### config.mk
export PLATFORM = sky130hd
export DESIGN_NAME = gift_rect_drawer_flat
export DESIGN_NICKNAME = d
export VERILOG_FILES = /design/src/rtl/gift_pkg.sv /design/src/rtl/gift_rect_drawer_if.sv /design/src/rtl/rect_scan_counter.sv /design/src/rtl/gift_rect_drawer.sv /design/src/flat_wrapper.sv
export SDC_FILE = /design/constraint.sdc
export NUM_CORES = 1
export LEC_CHECK = 0
export BUFFER_PORTS_ARGS = -buffer_cell sky130_fd_sc_hd__buf_4
export CELL_PAD_IN_SITES_DETAIL_PLACEMENT = 0
export CELL_PAD_IN_SITES_GLOBAL_PLACEMENT = 1
export CORE_ASPECT_RATIO = 1.1
export CORE_MARGIN = 2
export CORE_UTILIZATION = 39
export CTS_CLUSTER_DIAMETER = 100
export DETAILED_ROUTE_END_ITERATION = 10
export PLACE_DENSITY_LB_ADDON = 0.12
export SYNTH_ARGS = -nofsm -noshare
export SYNTH_HDL_FRONTEND = slang
export SYNTH_SLANG_ARGS = --single-unit
### constraint.sdc
create_clock -name CLOCK_50 -period 2.7 [get_ports CLOCK_50]
set_input_delay 0.27 -clock CLOCK_50 [delete_from_list [all_inputs] [get_ports CLOCK_50]]
set_output_delay 0.27 -clock CLOCK_50 [all_outputs]
set_load 0.005 [all_outputs]
### src/rtl/gift_pkg.sv
// Shared constants and types for the falling-gifts rectangle raster engine.
// Screen geometry is derived from a single resolution string.
package gift_pkg;

  localparam logic [55:0] RESOLUTION = "160x120";

  localparam int n       = (RESOLUTION == "640x480") ? 10 :
                           (RESOLUTION == "320x240") ? 9  : 8;
  localparam int XSCREEN = (RESOLUTION == "640x480") ? 640 :
                           (RESOLUTION == "320x240") ? 320 : 160;
  localparam int YSCREEN = (RESOLUTION == "640x480") ? 480 :
                           (RESOLUTION == "320x240") ? 240 : 120;

  localparam logic [23:0] BG_DEFAULT = 24'h000000;

  typedef enum logic [1:0] {
    IDLE   = 2'd0,
    DRAW   = 2'd1,
    FINISH = 2'd2
  } state_t;

  // Sums are widened by one bit so a rectangle hanging off the right or
  // bottom edge is clipped instead of wrapping back onto the screen.
  function automatic logic on_screen(input logic [n-1:0] x0,
                                     input logic [n-1:0] dx,
                                     input logic [n-2:0] y0,
                                     input logic [n-2:0] dy);
    logic [n:0]   xs;
    logic [n-1:0] ys;
    xs = {1'b0, x0} + {1'b0, dx};
    ys = {1'b0, y0} + {1'b0, dy};
    return (xs < XSCREEN[n:0]) && (ys < YSCREEN[n-1:0]);
  endfunction

endpackage

### src/rtl/gift_rect_drawer_if.sv
// Command handshake plus VGA pixel-write bus of the rectangle drawer.
// start is sampled only while busy=0; done is a one-cycle pulse, and the pixel
// fields are meaningful only in cycles where plot=1.
interface gift_rect_drawer_if;
  import gift_pkg::*;

  logic           start;
  logic [n-1:0]   x0;
  logic [n-2:0]   y0;
  logic [n-1:0]   w;
  logic [n-2:0]   h;
  logic [23:0]    color;
  logic           erase;
  logic [23:0]    bg_color;
  logic           busy;
  logic           done;
  logic [n-1:0]   VGA_X;
  logic [n-2:0]   VGA_Y;
  logic [23:0]    VGA_COLOR;
  logic           plot;
  state_t         dbg_state;

  modport master (
    output start, x0, y0, w, h, color, erase, bg_color,
    input  busy, done, VGA_X, VGA_Y, VGA_COLOR, plot, dbg_state
  );

  modport slave (
    input  start, x0, y0, w, h, color, erase, bg_color,
    output busy, done, VGA_X, VGA_Y, VGA_COLOR, plot, dbg_state
  );

endinterface

### src/rtl/rect_scan_counter.sv
// Raster-order dx/dy counter for the rectangle drawer; last flags the final
// pixel of the current rectangle.
module rect_scan_counter
  import gift_pkg::*;
(
  input  logic         clk,
  input  logic         rst,
  input  logic         clr,
  input  logic         en,
  input  logic [n-1:0] w_last,
  input  logic [n-2:0] h_last,
  output logic [n-1:0] dx,
  output logic [n-2:0] dy,
  output logic         last
);

  assign last = (dx == w_last) && (dy == h_last);

  always_ff @(posedge clk) begin
    if (rst || clr) begin
      dx <= '0;
      dy <= '0;
    end else if (en) begin
      if (dx == w_last) begin
        dx <= '0;
        dy <= dy + 1'b1;
      end else begin
        dx <= dx + 1'b1;
      end
    end
  end

endmodule

### src/rtl/gift_rect_drawer.sv
// Rectangle raster engine: latches one command, emits one pixel per clock in
// raster order with off-screen clipping, then pulses done.
module gift_rect_drawer
  import gift_pkg::*;
(
  input  logic CLOCK_50,
  input  logic Reset,
  gift_rect_drawer_if.slave bus
);

  state_t       state;
  logic [n-1:0] x0_q;
  logic [n-2:0] y0_q;
  logic [n-1:0] w_q;
  logic [n-2:0] h_q;
  logic [23:0]  col_q;

  logic [n-1:0] dx;
  logic [n-2:0] dy;
  logic         last;
  logic [n-1:0] w_last;
  logic [n-2:0] h_last;

  // Only consulted in DRAW, where both dimensions are known to be nonzero.
  assign w_last = w_q - 1'b1;
  assign h_last = h_q - 1'b1;

  assign bus.dbg_state = state;

  rect_scan_counter u_scan (
    .clk    (CLOCK_50),
    .rst    (Reset),
    .clr    (state != DRAW),
    .en     (state == DRAW),
    .w_last (w_last),
    .h_last (h_last),
    .dx     (dx),
    .dy     (dy),
    .last   (last)
  );

  always_ff @(posedge CLOCK_50) begin
    if (Reset) begin
      state         <= IDLE;
      bus.busy      <= 1'b0;
      bus.done      <= 1'b0;
      bus.plot      <= 1'b0;
      bus.VGA_X     <= '0;
      bus.VGA_Y     <= '0;
      bus.VGA_COLOR <= '0;
      x0_q          <= '0;
      y0_q          <= '0;
      w_q           <= '0;
      h_q           <= '0;
      col_q         <= BG_DEFAULT;
    end else begin
      case (state)
        IDLE: begin
          bus.done <= 1'b0;
          bus.plot <= 1'b0;
          if (bus.start) begin
            x0_q     <= bus.x0;
            y0_q     <= bus.y0;
            w_q      <= bus.w;
            h_q      <= bus.h;
            col_q    <= bus.erase ? bus.bg_color : bus.color;
            bus.busy <= 1'b1;
            if (bus.w == '0 || bus.h == '0) state <= FINISH;
            else                            state <= DRAW;
          end
        end
        DRAW: begin
          bus.VGA_X     <= x0_q + dx;
          bus.VGA_Y     <= y0_q + dy;
          bus.VGA_COLOR <= col_q;
          bus.plot      <= on_screen(x0_q, dx, y0_q, dy);
          if (last) state <= FINISH;
        end
        FINISH: begin
          bus.plot <= 1'b0;
          bus.done <= 1'b1;
          bus.busy <= 1'b0;
          state    <= IDLE;
        end
        default: begin
          bus.plot <= 1'b0;
          bus.busy <= 1'b0;
          bus.done <= 1'b0;
          state    <= IDLE;
        end
      endcase
    end
  end

endmodule

### src/flat_wrapper.sv
// flat-port wrapper written by rule: the top's interface ports become plain ports
module gift_rect_drawer_flat import gift_pkg::*;
  (CLOCK_50, Reset, bus_start, bus_x0, bus_y0, bus_w, bus_h, bus_color, bus_erase, bus_bg_color, bus_busy, bus_done, bus_VGA_X, bus_VGA_Y, bus_VGA_COLOR, bus_plot, bus_dbg_state);
  gift_rect_drawer_if bus_i ();
  input  logic CLOCK_50;
  input  logic Reset;
  input wire logic [$bits(bus_i.start)-1:0] bus_start;
  input wire logic [$bits(bus_i.x0)-1:0] bus_x0;
  input wire logic [$bits(bus_i.y0)-1:0] bus_y0;
  input wire logic [$bits(bus_i.w)-1:0] bus_w;
  input wire logic [$bits(bus_i.h)-1:0] bus_h;
  input wire logic [$bits(bus_i.color)-1:0] bus_color;
  input wire logic [$bits(bus_i.erase)-1:0] bus_erase;
  input wire logic [$bits(bus_i.bg_color)-1:0] bus_bg_color;
  output wire logic [$bits(bus_i.busy)-1:0] bus_busy;
  output wire logic [$bits(bus_i.done)-1:0] bus_done;
  output wire logic [$bits(bus_i.VGA_X)-1:0] bus_VGA_X;
  output wire logic [$bits(bus_i.VGA_Y)-1:0] bus_VGA_Y;
  output wire logic [$bits(bus_i.VGA_COLOR)-1:0] bus_VGA_COLOR;
  output wire logic [$bits(bus_i.plot)-1:0] bus_plot;
  output wire logic [$bits(bus_i.dbg_state)-1:0] bus_dbg_state;
  assign bus_i.start = bus_start;
  assign bus_i.x0 = bus_x0;
  assign bus_i.y0 = bus_y0;
  assign bus_i.w = bus_w;
  assign bus_i.h = bus_h;
  assign bus_i.color = bus_color;
  assign bus_i.erase = bus_erase;
  assign bus_i.bg_color = bus_bg_color;
  assign bus_busy = bus_i.busy;
  assign bus_done = bus_i.done;
  assign bus_VGA_X = bus_i.VGA_X;
  assign bus_VGA_Y = bus_i.VGA_Y;
  assign bus_VGA_COLOR = bus_i.VGA_COLOR;
  assign bus_plot = bus_i.plot;
  assign bus_dbg_state = bus_i.dbg_state;
  gift_rect_drawer u_core (.CLOCK_50(CLOCK_50), .Reset(Reset), .bus(bus_i));
endmodule
# Word level (Yosys, flattened, before mapping)
# Cells that the tools add are included.
# W data, S select, Z words.
[word_totals]
regBits = 113
latch_bits = 0
ramBits = 0
romBits = 0
inputBits = 82
output_inout_bits = 44
mem_count = 0
[op_classes]
addsub = 8
n_mul = 0
n_div = 0
order_cmp = 2
eq_ne = 7
n_shift = 0
n_mux = 9
n_bitwise = 1
n_reduce_logical = 12
[op_table]
columns = ["operator", "count"]
rows = [
  ["$mux W24", 1],
  ["$add A8 B8 Y9", 1],
  ["$lt A9 B8 Y1 const B", 1],
  ["$add A7 B7 Y8", 1],
  ["$add A8 B1 Y8 const B", 1],
  ["$add A8 B8 Y8", 1],
  ["$eq A8 B8 Y1", 1],
  ["$logic_not A8 Y1", 1],
  ["$lt A8 B7 Y1 const B", 1],
  ["$mux W8", 1],
  ["$reduce_and A2 Y1", 4],
  ["$sub A8 B1 Y8 const B", 1],
  ["$add A7 B1 Y7 const B", 1],
  ["$add A7 B7 Y7", 1],
  ["$eq A7 B7 Y1", 1],
  ["$logic_not A7 Y1", 1],
  ["$sub A7 B1 Y7 const B", 1],
  ["$mux W2", 3],
  ["$ne A2 B1 Y1 const B", 2],
  ["$pmux W1 S2", 2],
  ["$pmux W2 S2", 1],
  ["$eq A2 B1 Y1 const B", 1],
  ["$eq A2 B2 Y1 const B", 1],
  ["$logic_and A1 B1 Y1", 2],
  ["6 further kinds", 7],
]

# Logic depth before layout (Yosys ltp)
# Gate-level depths: netlist of run 1.
[logic_depth]
ltp_word = 5
depth_mapped = 10
depth_no_buf = 9

# Hierarchy
# From an unflattened synthesis of run 1, not the netlist that was laid out.
[unflattened]
cells_unflattened = 649
area_unflattened_um2 = 5346.4
[by_module_without_submodules]
columns = ["module", "n_inst", "cells_each", "area_per_inst_um2"]
rows = [
  ["gift_rect_drawer", 1, 544, 4449.3],
  ["rect_scan_counter", 1, 105, 897.1],
]

# Worst setup path after synthesis of run 1
# OpenSTA, ideal clock, no wires.
[synth_path]
path_kind = "flip-flop to flip-flop"
from = "register u_core.w_q[0]"
to = "register u_core.u_scan.dy[0]"
setup_ns = 0.126
t_arrival_ns = 2.040
t_required_ns = 2.574
slack_ns = 0.534
stages_incl_launch_ff = 11
path_buffers = 2
period_less_slack_ns = 2.166
path_cell_list = "dfxtp_1 inv_1 ha_1 or3b_1 o31a_1 o2111a_1 and3_1 buf_6 buf_12 xnor2_1 nor2_2"
[synth_via]
elab_chain_len = 3
[synth_rtl]
columns = ["element", "line", "source"]
rows = [
  ["start: declaration", "gift_rect_drawer.sv:14", "logic [n-1:0] w_q;"],
  ["start signal: assignment", "gift_rect_drawer.sv:64", "w_q <= bus.w;"],
  ["$sub A8 B1 Y8", "gift_rect_drawer.sv:25", "assign w_last = w_q - 1'b1;"],
  ["$eq A8 B8 Y1", "rect_scan_counter.sv:24", "if (dx == w_last) begin"],
  ["$reduce_and A2 Y1 (no source line)", "--", ""],
  ["end signal: assignment", "rect_scan_counter.sv:26", "dy <= dy + 1'b1;"],
  ["end: declaration", "rect_scan_counter.sv:13", "output logic [n-2:0] dy,"],
]
# No other way between the ends.
# A chain may end at the register's enable or synchronous reset.

# Final worst setup path of run 1
[layout_path]
from = "register u_core.w_q[0]"
to = "register u_core.u_scan.dy[6]"
# Same word-level chain as after synthesis.

==> flow_metrics.env, run 1 <==
export IMPL_insertion_delay_ns=0.41
export IMPL_cts_tree="yes"
export IMPL_synth_cells=644
export IMPL_drv_cap=0
export IMPL_fmax_mhz=406
export IMPL_grt_use_total_pct=19.0
export IMPL_rsz0062_at_grt="false"
export IMPL_ys_ff_latch=113
export IMPL_io_buffers=125
export IMPL_synth_area_top_cells="dfxtp_1 (43%), nand2_1 (9.9%), a21oi_1 (7.1%)"
export IMPL_hold_viol=0
export IMPL_wl_per_cell_um=13.9
export IMPL_root_buffer="clkbuf_16"
export IMPL_fin_crit_sh_pct=91.2
export IMPL_htreeDepth=4
export IMPL_async_reset_ff_share_pct=0
export IMPL_clkSinkCount=113
export IMPL_setup_violations=0
export IMPL_worst_hold_slack_ns=0.107
export IMPL_num_vias=4800
export IMPL_syn_to_final_growth_pct=31.2
export IMPL_clkTransAtPathRegs_ns=0.05
export IMPL_path_cells="or4_1 -> a2111oi_2 -> or3_1 -> and3_1 -> a31o_2 -> a21oi_1"
export IMPL_worstMarginPinSlew_ns=0.772
export IMPL_final_cell_mix="nand2_1 (141), buf_4 (130), dfxtp_1 (113)"
export IMPL_end_kind="register"
export IMPL_yosysSeqAreaShare_pct=42.5
export IMPL_ant_nets=0
export IMPL_pre_cts_slack_ns=0.247
export IMPL_antenna_found_initial=0
export IMPL_dieArea_um2=14600
export IMPL_gp_congestion=0.804
export IMPL_synthesis_area_um2=5320
export IMPL_grt_pass1_vias=4719
export IMPL_placed_cells=916
export IMPL_grt_overflow_total=0
export IMPL_min_period_ns=2.46
export IMPL_die_w_um=115
export IMPL_num_io_pins=126
export IMPL_p_leak_nw=3.03
export IMPL_wl_um=13200
export IMPL_grt_first_pass_wirelength_um=22100
export IMPL_cp_max_fo=14
export IMPL_start_util_pct=40.1
export IMPL_holdCritPathClass="in -> reg"
export IMPL_synth_cell_types=55
export IMPL_cts_hold_buf=0
export IMPL_fin_cells=948
export IMPL_critical_path_max_stage_delay_ns=0.56
export IMPL_synth_top_area_share_pct=42.5
export IMPL_synth_main_ff_cell="dfxtp_1"
export IMPL_avgSynthCellArea_um2=8.26
export IMPL_via_per_inst=5.06
export IMPL_critical_path_buf_inv_count=0
export IMPL_cts_resized_gates=0
export IMPL_clock_path_buffers=2
export IMPL_worstPathRequired_ns=3.00
export IMPL_nNetsFinal=854
export IMPL_drive_above_1_share_pct=22.4
export IMPL_yosysTopAreaCell="dfxtp_1"
export IMPL_cp_arrival_ns=2.76
export IMPL_critPathLaunchType="register"
export IMPL_worst_path_max_delay_cell="or4_1"
export IMPL_maxSlewHeadroom_pct=48.5
export IMPL_utilization_pct=52.6
export IMPL_drt_iter0_markers=236
export IMPL_cts_setup_buffers=0
export IMPL_synth_edf_count=0
export IMPL_drcViolationCount=0
export IMPL_setup_tns_ns=0
export IMPL_synthesis_nets=747
export IMPL_fin_ws_ns=0.238
export IMPL_final_max_slew_viol_count=0
export IMPL_diodes=0
export IMPL_vdd_drop_max_mv=0.425
export IMPL_path_delay_family="simple AND/OR/NAND/NOR gates"
export IMPL_crit_type="reg -> reg"
export IMPL_p_per_area_nw_per_um2=668
export IMPL_dr_pass1_iters=5
export IMPL_skew_ns=0.00476
export IMPL_dp_hpwl_um=9490
export IMPL_core_um2=13300
export IMPL_rows=44
export IMPL_final_common_cell="nand2_1"
export IMPL_yosys_warnings=0
export IMPL_outcome="finished clean"
export IMPL_nFillCells=1293
export IMPL_grt_max_degree=72
export IMPL_cts_made_buffers=17
export IMPL_fp_dieH_um=127
## per-stage QoR
| stage | instance area [um^2] | total power [W] |
|---|---|---|
| final | 6980 | 0.00466 |
| after global routing | 6980 | 0.00488 |
| after CTS | 6980 | 0.00472 |
| after detailed placement | 6360 | 0.00238 |
| after global placement | 6360 | 0.00237 |
| after floorplan | 5320 | 0.00216 |
## flip-flops by register name, summed over array words and instances, names as in the netlist, 2 cells and up
| name | count |
|---|---|
| u_core.u_scan.dx | 8 |
| u_core.bus.VGA_Y | 7 |
| u_core.x0_q | 8 |
| u_core.u_scan.dy | 7 |
| u_core.y0_q | 7 |
| u_core.bus.VGA_COLOR | 24 |
| u_core.h_q | 7 |
| u_core.bus.VGA_X | 8 |
| u_core.col_q | 24 |
| u_core.bus.dbg_state | 2 |
| u_core.w_q | 8 |
## worst min-delay path: cells and delay by family
| family | cells | cell delay (ns) |
|---|---|---|
| and+or+nand+nor | 1 | 0.05 |
| buffers and inverters | 1 | 0.11 |
| AOI/OAI and AO/OA | 1 | 0.05 |
## synthesized netlist by cell type, drive strengths merged, types with 13 or more instances
| library cell | number |
|---|---|
| inv | 16 |
| xnor2 | 15 |
| dfxtp | 113 |
| clkbuf | 31 |
| nand2 | 141 |
| nor3 | 13 |
| xor2 | 17 |
| mux2i | 24 |
| a21oi | 76 |
| a211oi | 31 |
| nor2 | 46 |
| ha | 19 |
## path summary, 6_finish.rpt
kind,startpoint,cells after the start,slack [ns],end
max,u_core.w_q[0]$_SDFFE_PP0P_,6,0.24,u_core.u_scan.dy[6]$_SDFFE_PP0P_
min reg2reg,u_core.col_q[6]$_SDFFE_PP0P_,2,0.45,u_core.bus.VGA_COLOR[6]$_SDFFE_PP0P_
min,bus_x0[2],3,0.11,u_core.x0_q[2]$_SDFFE_PP0P_
max reg2reg,u_core.w_q[0]$_SDFFE_PP0P_,6,0.24,u_core.u_scan.dy[6]$_SDFFE_PP0P_
## power breakdown
group / internal [W] / switching (W) / leakage [nW] / total [W]
registers: 0.00176 / 0.0000620 / 0.924 / 0.00182
clock network: 0.00153 / 0.000789 / 0.294 / 0.00232
logic: 0.000251 / 0.000271 / 1.81 / 0.000522
## routing by layer
layer / global-route usage (%) / vias to the layer above / wire (um)
met5: 0 / - / 0
li1: - / 2445 / -
met2: 32.2 / 111 / 6650
met1: 22.2 / 2230 / 5540
met4: 5.95 / 0 / 145
met3: 6.83 / 14 / 890
## cell families (layout without fill, tap and decap cells)
family / Yosys count / count (layout) / synth area share [%]
adders and majority gates: 21 / 21 / 5.22
AOI/OAI and AO/OA: 147 / 147 / 17.6
and+or+nand+nor: 248 / 248 / 20.2
xor gates and xnor gates: 32 / 32 / 5.27
muxes: 24 / 24 / 4.51
buffers and inverters: 59 / 179 / 4.75
DFF: 113 / 113 / 42.5
## final cells by class
type	instances	area, um^2	share of cell area, %
clock buffer	17	425	6.09
sequential	113	2260	32.4
tap	184	230	3.30
clock inverter	15	193	2.76
timing repair buffer	131	996	14.3
inverter	16	60.1	0.860
multi-input combinational	472	2820	40.3
No activity file was read; power rests on OpenSTA's default activity.
==> run 2: changes to the inputs <==
--- a/config.mk
+++ b/config.mk
@@ -6,7 +6,7 @@
 export NUM_CORES = 1
 export LEC_CHECK = 0
 export BUFFER_PORTS_ARGS = -buffer_cell sky130_fd_sc_hd__buf_4
-export CELL_PAD_IN_SITES_DETAIL_PLACEMENT = 0
+export CELL_PAD_IN_SITES_DETAIL_PLACEMENT = 1
 export CELL_PAD_IN_SITES_GLOBAL_PLACEMENT = 1
 export CORE_ASPECT_RATIO = 1.1
 export CORE_MARGIN = 2
==> run 2 against run 1 <==
  * Clock skew is 0.0025 ns higher
  * Design area is 0.16% lower
  * Count of clock-buffer cells in the layout is 4 higher
  * Core utilization is 0.085 points lower
  * Critical path depth is 2 higher
  * Flip-flop and latch count stayed put
  * Non-clock buffer count stayed put
  * Sequential share of layout area is 0.052 points higher
  * Total power is 0.73% lower
  * Worst hold slack better by 0.0050 ns
  * Worst setup slack better by 0.10 ns
==> flow_metrics.env, run 2 (synthesized netlist as in run 1, its figures left out) <==
export IMPL_final_max_slew_viol_count=0
export IMPL_dieArea_um2=14600
export IMPL_drt_iter0_markers=204
export IMPL_cts_hold_buf=0
export IMPL_via_per_inst=5.21
export IMPL_min_period_ns=2.36
export IMPL_hold_path_end="u_core.x0_q[3]$_SDFFE_PP0P_"
export IMPL_fp_dieH_um=127
export IMPL_final_cell_mix="nand2_1 (141), buf_4 (130), dfxtp_1 (113)"
export IMPL_start_util_pct=40.1
export IMPL_r2r_slack_ns=0.34
export IMPL_grt_use_total_pct=21.4
export IMPL_reg_top3="u_core.bus.VGA_COLOR (24), u_core.col_q (24)"
export IMPL_grt_use_met2_pct=38.9
export IMPL_r2r_end="u_core.bus.plot$_SDFF_PP0_"
export IMPL_reg2reg_from="u_core.u_scan.dx[0]$_SDFFE_PP0P_"
export IMPL_utilization_pct=52.5
export IMPL_critical_path_max_stage_delay_ns=0.42
export IMPL_vdd_drop_max_mv=0.428
export IMPL_diodes=0
export IMPL_htreeDepth=4
export IMPL_reg2regPathDepth=8
export IMPL_clock_path_buffers=2
export IMPL_num_io_pins=126
export IMPL_rows=44
export IMPL_grt_first_pass_wirelength_um=24600
export IMPL_finalPower_w=0.00463
export IMPL_insertion_delay_ns=0.41
export IMPL_end_kind="register"
export IMPL_p_leak_nw=3.03
export IMPL_num_vias=4936
export IMPL_grt_max_degree=72
export IMPL_gp_congestion=0.804
export IMPL_rsz0062_at_grt="false"
export IMPL_clkTransAtPathRegs_ns=0.05
export IMPL_final_common_cell="nand2_1"
export IMPL_critPathLaunchType="register"
export IMPL_hold_path_depth=3
export IMPL_drv_cap=0
export IMPL_worstPathRequired_ns=3.05
export IMPL_dr_pass1_iters=4
export IMPL_use_met1_pct=22.8
export IMPL_setup_tns_ns=0
export IMPL_antenna_found_initial=0
export IMPL_path_cells="ha_1 -> fa_1 -> a211oi_1 -> o21ai_0 -> a21oi_1 -> o221ai_1 -> a41oi_1 -> o21a_1"
export IMPL_drcViolationCount=0
export IMPL_min_from="bus_x0[3]"
export IMPL_grt_pass1_vias=5219
export IMPL_io_buffers=125
export IMPL_drive_above_1_share_pct=22.4
export IMPL_grt_overflow_total=0
export IMPL_worstMarginPinSlew_ns=0.763
export IMPL_outcome="finished clean"
export IMPL_wl_per_cell_um=15.8
export IMPL_dp_hpwl_um=10700
export IMPL_root_buffer="clkbuf_16"
export IMPL_cts_made_buffers=17
export IMPL_busiest_layer="met2"
export IMPL_maxSlewHeadroom_pct=49.2
export IMPL_holdCritPathClass="in -> reg"
export IMPL_met3_usage_pct=6.21
export IMPL_worst_hold_slack_ns=0.112
export IMPL_die_w_um=115
export IMPL_cts_tree="yes"
export IMPL_skew_ns=0.00723
export IMPL_crit_start="u_core.u_scan.dx[0]$_SDFFE_PP0P_"
export IMPL_ant_nets=0
export IMPL_cp_max_fo=7
export IMPL_p_per_area_nw_per_um2=664
export IMPL_hold_viol=0
export IMPL_syn_to_final_growth_pct=31.0
export IMPL_wl_um=15000
export IMPL_cp_arrival_ns=2.71
export IMPL_worst_path_max_delay_cell="fa_1"
export IMPL_cts_setup_buffers=0
export IMPL_fmax_mhz=424
export IMPL_clkSinkCount=113
export IMPL_fin_crit_sh_pct=87.4
export IMPL_crit_type="reg -> reg"
export IMPL_core_um2=13300
export IMPL_setup_violations=0
export IMPL_nNetsFinal=854
-- run 2: cell count changes in the layout (fill, tap and decap cells not counted), sizes merged --
cell,previous run,this run
bufinv,4,3
clkbuf,17,21
clkinv,7,6
clkinvlp,4,2
-- run 2: how the worst max path moves through the flow --
stage / slack, ns / cells past startpoint / end
5_1_grt: 0.14 / 8 / u_core.bus.plot$_SDFF_PP0_
6_report: 0.34 / 8 / u_core.bus.plot$_SDFF_PP0_
2_1_floorplan: 0.53 / 10 / u_core.u_scan.dy[0]$_SDFFE_PP0P_
4_1_cts: 0.19 / 6 / u_core.u_scan.dy[6]$_SDFFE_PP0P_
3_3_place_gp: 0.35 / 6 / u_core.u_scan.dy[6]$_SDFFE_PP0P_
3_5_place_dp: 0.22 / 6 / u_core.u_scan.dy[6]$_SDFFE_PP0P_
-- run 2: area by class of cell --
cell class / count / area [um^2]
inverters: 16 / 60.1
well taps: 184 / 230
flip-flops and latches: 113 / 2260
repair buffers: 131 / 996
clock buffers: 21 / 470
multi-input cells: 472 / 2820
clock inverters: 11 / 135
fillers: 1617 / 6300
-- run 2: worst max-delay path: cells and delay by family (launching register included) --
| kind | cells | cell delay, ns |
|---|---|---|
| adder cells (fa/ha/maj) | 2 | 0.67 |
| flip-flops | 1 | 0.37 |
| AO/OA/AOI/OAI | 6 | 1.27 |
-- run 2: repair_timing --
action                                 CTS  global route
gates resized for setup                  0             1
setup endpoints to repair                0             2
endpoints found under the hold margin    0             0
-- run 2: power by group --
part | switching, W | total [W] | internal [W]
clock | 0.000760 | 0.00227 | 0.00151
sequential | 0.0000641 | 0.00182 | 0.00176
combinational | 0.000285 | 0.000536 | 0.000252
-- run 2: through the flow --
step	instances	setup WS, ns	cell area (um^2)
3_3_place_gp	916	0.351	6360
5_1_grt	948	0.143	6970
3_5_place_dp	916	0.217	6360
6_report	948	0.341	6970
2_1_floorplan	644	0.534	5320
4_1_cts	948	0.192	6970
-- run 2: routing by layer --
layer	vias up	share of wire, %
li1	2446	-
met1	2380	40
met2	93	53
met3	17	4.9
met4	0	1.8
met5	-	0
==> run 3: changes to the inputs <==
--- a/config.mk
+++ b/config.mk
@@ -10,10 +10,11 @@
 export CELL_PAD_IN_SITES_GLOBAL_PLACEMENT = 1
 export CORE_ASPECT_RATIO = 1.1
 export CORE_MARGIN = 2
-export CORE_UTILIZATION = 39
+export CORE_UTILIZATION = 36
 export CTS_CLUSTER_DIAMETER = 100
 export DETAILED_ROUTE_END_ITERATION = 10
 export PLACE_DENSITY_LB_ADDON = 0.12
 export SYNTH_ARGS = -nofsm -noshare
 export SYNTH_HDL_FRONTEND = slang
+export SYNTH_HIERARCHICAL = 1
 export SYNTH_SLANG_ARGS = --single-unit
==> constraint.sdc (replaced) <==
create_clock -name CLOCK_50 -period 2.1 [get_ports CLOCK_50]
set_input_delay 0.21 -clock CLOCK_50 [delete_from_list [all_inputs] [get_ports CLOCK_50]]
set_output_delay 0.21 -clock CLOCK_50 [all_outputs]
set_load 0.005 [all_outputs]
==> run 3 against run 2 <==
  * Critical path depth grew 1
  * Largest cell class unchanged
  * Final cell count grew 5.9%
  * Via count grew 2.4%
  * Critical endpoint is now u_core/u_scan/dx[5]$_SDFFE_PP0P_
  * The run now ends with setup timing left
  * Sequential share of layout area shrank 2.3 points
  * Largest power group unchanged
  * Worst setup slack lost 0.70 ns
  * Global-route usage shrank 0.23 points
  * Synthesized area grew 0.47%
  * Register-to-register slack lost 0.70 ns
  * Synthesized cell count grew 0.78%
  * Maximum frequency shrank 4.1%
  * First-iteration DRC count shrank 32%
==> flow_metrics.env, run 3 <==
export IMPL_outcome="finished, violations left"
export IMPL_violations="setup timing"
export IMPL_via_per_inst=5.04
export IMPL_yosysTopAreaCell="dfxtp_1"
export IMPL_synth_most_common_cell="nand2_1"
export IMPL_synthesis_nets=752
export IMPL_drt_iter0_markers=139
export IMPL_async_reset_ff_share_pct=0
export IMPL_p_per_area_nw_per_um2=814
export IMPL_clock_path_buffers=2
export IMPL_cts_made_buffers=17
export IMPL_synth_xor_area_share_pct=6.06
export IMPL_min_period_ns=2.46
export IMPL_holdCritPathClass="in -> reg"
export IMPL_placed_cells=972
export IMPL_finalPower_w=0.00612
export IMPL_dr_pass1_iters=4
export IMPL_antenna_found_initial=0
export IMPL_crit_type="reg -> reg"
export IMPL_ys_ff_latch=113
export IMPL_pre_cts_slack_ns=-0.241
export IMPL_final_common_cell="buf_4"
export IMPL_worst_hold_slack_ns=0.0606
export IMPL_p_leak_nw=3.27
export IMPL_fin_crit_sh_pct=117
export IMPL_synth_top_area_share_pct=42.3
export IMPL_final_cell_mix="buf_4 (164), nand2_1 (149), dfxtp_1 (110)"
export IMPL_end_kind="register"
export IMPL_grt_first_pass_wirelength_um=26900
export IMPL_synthesis_area_um2=5350
export IMPL_grt_max_degree=105
export IMPL_io_buffers=125
export IMPL_htreeDepth=4
export IMPL_synth_edf_count=0
export IMPL_insertion_delay_ns=0.40
export IMPL_clkTransAtPathRegs_ns=0.05
export IMPL_dieArea_um2=15800
export IMPL_gp_congestion=0.816
export IMPL_grt_use_total_pct=21.2
export IMPL_grt_overflow_total=0
export IMPL_fin_ws_ns=-0.360
export IMPL_rsz0062_at_grt="true"
export IMPL_yosys_area_share_simple_pct=21.5
export IMPL_fin_cells=1004
export IMPL_setup_tns_ns=-5.31
export IMPL_diodes=0
export IMPL_cts_tree="yes"
export IMPL_num_vias=5056
export IMPL_reg_top3="u_core/bus.VGA_COLOR (24), u_core/col_q (24)"
export IMPL_netlist_top_cells_count="nand2_1 (150), dfxtp_1 (113), a21oi_1 (74)"
export IMPL_wl_um=16200
export IMPL_cp_depth=9
export IMPL_drcViolationCount=0
export IMPL_clkSinkCount=113
export IMPL_reg2regPathDepth=9
export IMPL_grt_pass1_vias=5609
export IMPL_setup_violations=18
export IMPL_rows=46
export IMPL_maxSlewHeadroom_pct=65.6
export IMPL_fp_dieH_um=132
export IMPL_yosysSeqAreaShare_pct=42.3
export IMPL_fmax_mhz=406
export IMPL_critical_path_buf_inv_count=2
export IMPL_worstPathRequired_ns=2.39
export IMPL_avgSynthCellArea_um2=8.24
export IMPL_wl_per_cell_um=16.2
export IMPL_synth_cells=649
export IMPL_vdd_drop_max_mv=0.560
export IMPL_path_cells="or4_4 -> nor4_4 -> xor2_1 -> xor2_1 -> nor4_4 -> buf_4 -> buf_8 -> a41o_4 -> nor2_2"
export IMPL_path_delay_family="simple AND/OR/NAND/NOR gates"
export IMPL_syn_to_final_growth_pct=40.6
export IMPL_skew_ns=0.00811
export IMPL_synth_area_top_cells="dfxtp_1 (42%), nand2_1 (11%), a21oi_1 (6.9%)"
export IMPL_drive_above_1_share_pct=28.7
export IMPL_worstMarginPinSlew_ns=0.509
export IMPL_yosys_warnings=6
export IMPL_drv_cap=0
export IMPL_hold_path_depth=3
export IMPL_num_io_pins=126
export IMPL_muxShareOfSynthArea_pct=6.01
export IMPL_cp_max_fo=8
export IMPL_critical_path_max_stage_delay_ns=0.57
export IMPL_multiInputGateArea_um2=3040
export IMPL_start_util_pct=37.0
export IMPL_cp_arrival_ns=2.75
export IMPL_worst_path_max_delay_cell="or4_4"
export IMPL_synth_cell_types=52
export IMPL_root_buffer="clkbuf_16"
export IMPL_synth_adder_area_share_pct=5.20
export IMPL_nNetsFinal=903
export IMPL_critPathLaunchType="register"
export IMPL_ant_nets=0
export IMPL_register_area_um2=2270
export IMPL_die_w_um=120
export IMPL_final_max_slew_viol_count=0
export IMPL_dp_hpwl_um=11500
export IMPL_synth_compound_area_share_pct=15.2
export IMPL_synth_main_ff_cell="dfxtp_1"
export IMPL_nFillCells=1720
export IMPL_core_um2=14400
export IMPL_synth_top_family_by_area="simple AND/OR/NAND/NOR gates"
export IMPL_hold_viol=0
-- run 3: cell count changes after synthesis, moves of 5 or more --
cell | before | now
buf_1 | 9 | 4
nand2_1 | 141 | 150
nand3_1 | 9 | 3
xor2_1 | 17 | 26
or3_1 | 2 | 7
mux2i_1 | 24 | 31
nor2_1 | 45 | 56
and3_1 | 6 | 0
-- run 3: cells by family (layout without fill, tap and decap cells) --
kind of cell,after synthesis,count (layout)
and+or+nand+nor,263,263
AOI/OAI and AO/OA,131,131
DFF,113,113
buffers and inverters,52,215
xor gates and xnor gates,37,37
muxes,32,32
adders and majority gates,21,21
-- run 3: metrics by stage --
step	utilization, %	cell area (um^2)
after floorplan	-	5410
after global placement	47.2	6810
final	52.0	7510
after CTS	51.6	7450
after detailed placement	47.2	6810
after global routing	52.0	7510
-- run 3: layout make-up --
class                   count  share of cell area [%]
inverters                  16                   0.799
repair buffers            168                    17.4
multi-input cells         484                    40.4
clock inverters            10                    1.78
well taps                 192                    3.20
clock buffers              21                    6.26
flip-flops and latches    113                    30.2
-- run 3: worst reg2reg max path, stage by stage (launching register included) --
cell	delay [ns]
dfxtp_2	0.32
or4_4	0.57
nor4_4	0.18
xor2_1	0.24
xor2_1	0.14
nor4_4	0.24
buf_4	0.18
buf_8	0.12
a41o_4	0.29
nor2_2	0.06
-- run 3: metal layers --
| layer | up-vias | global-route usage [%] | wire [um] |
|---|---|---|---|
| li1 | 2524 | - | - |
| met1 | 2419 | 23.8 | 6690 |
| met2 | 97 | 38.4 | 8570 |
| met3 | 16 | 5.10 | 723 |
| met4 | 0 | 7.78 | 234 |
| met5 | - | 0 | 0 |
-- run 3: path summary, 6_finish.rpt --
path / end / slack [ns] / startpoint
setup / recovery: u_core/u_scan/dx[5]$_SDFFE_PP0P_ / -0.36 / u_core/w_q[5]$_SDFFE_PP0P_
hold / removal: u_core/y0_q[3]$_SDFFE_PP0P_ / 0.06 / bus_y0[3]
setup reg to reg: u_core/u_scan/dx[5]$_SDFFE_PP0P_ / -0.36 / u_core/w_q[5]$_SDFFE_PP0P_
hold reg to reg: u_core/bus.VGA_COLOR[9]$_SDFFE_PP0P_ / 0.45 / u_core/col_q[9]$_SDFFE_PP0P_
-- run 3: what timing repair did --
action / CTS / global route
endpoints found under the setup margin: 18 / 19
pin swaps: 3 / 6
resized for setup: 4 / 13
setup buffers: 0 / 1
hold buffers: 0 / 0
-- run 3: power by group --
part / internal [W] / total, W / switching (W) / leakage (nW)
combinational: 0.000406 / 0.000861 / 0.000456 / 2.05
clock: 0.00194 / 0.00292 / 0.000976 / 0.295
sequential: 0.00226 / 0.00233 / 0.0000737 / 0.925
total: 0.00461 / 0.00612 / 0.00151 / 3.27
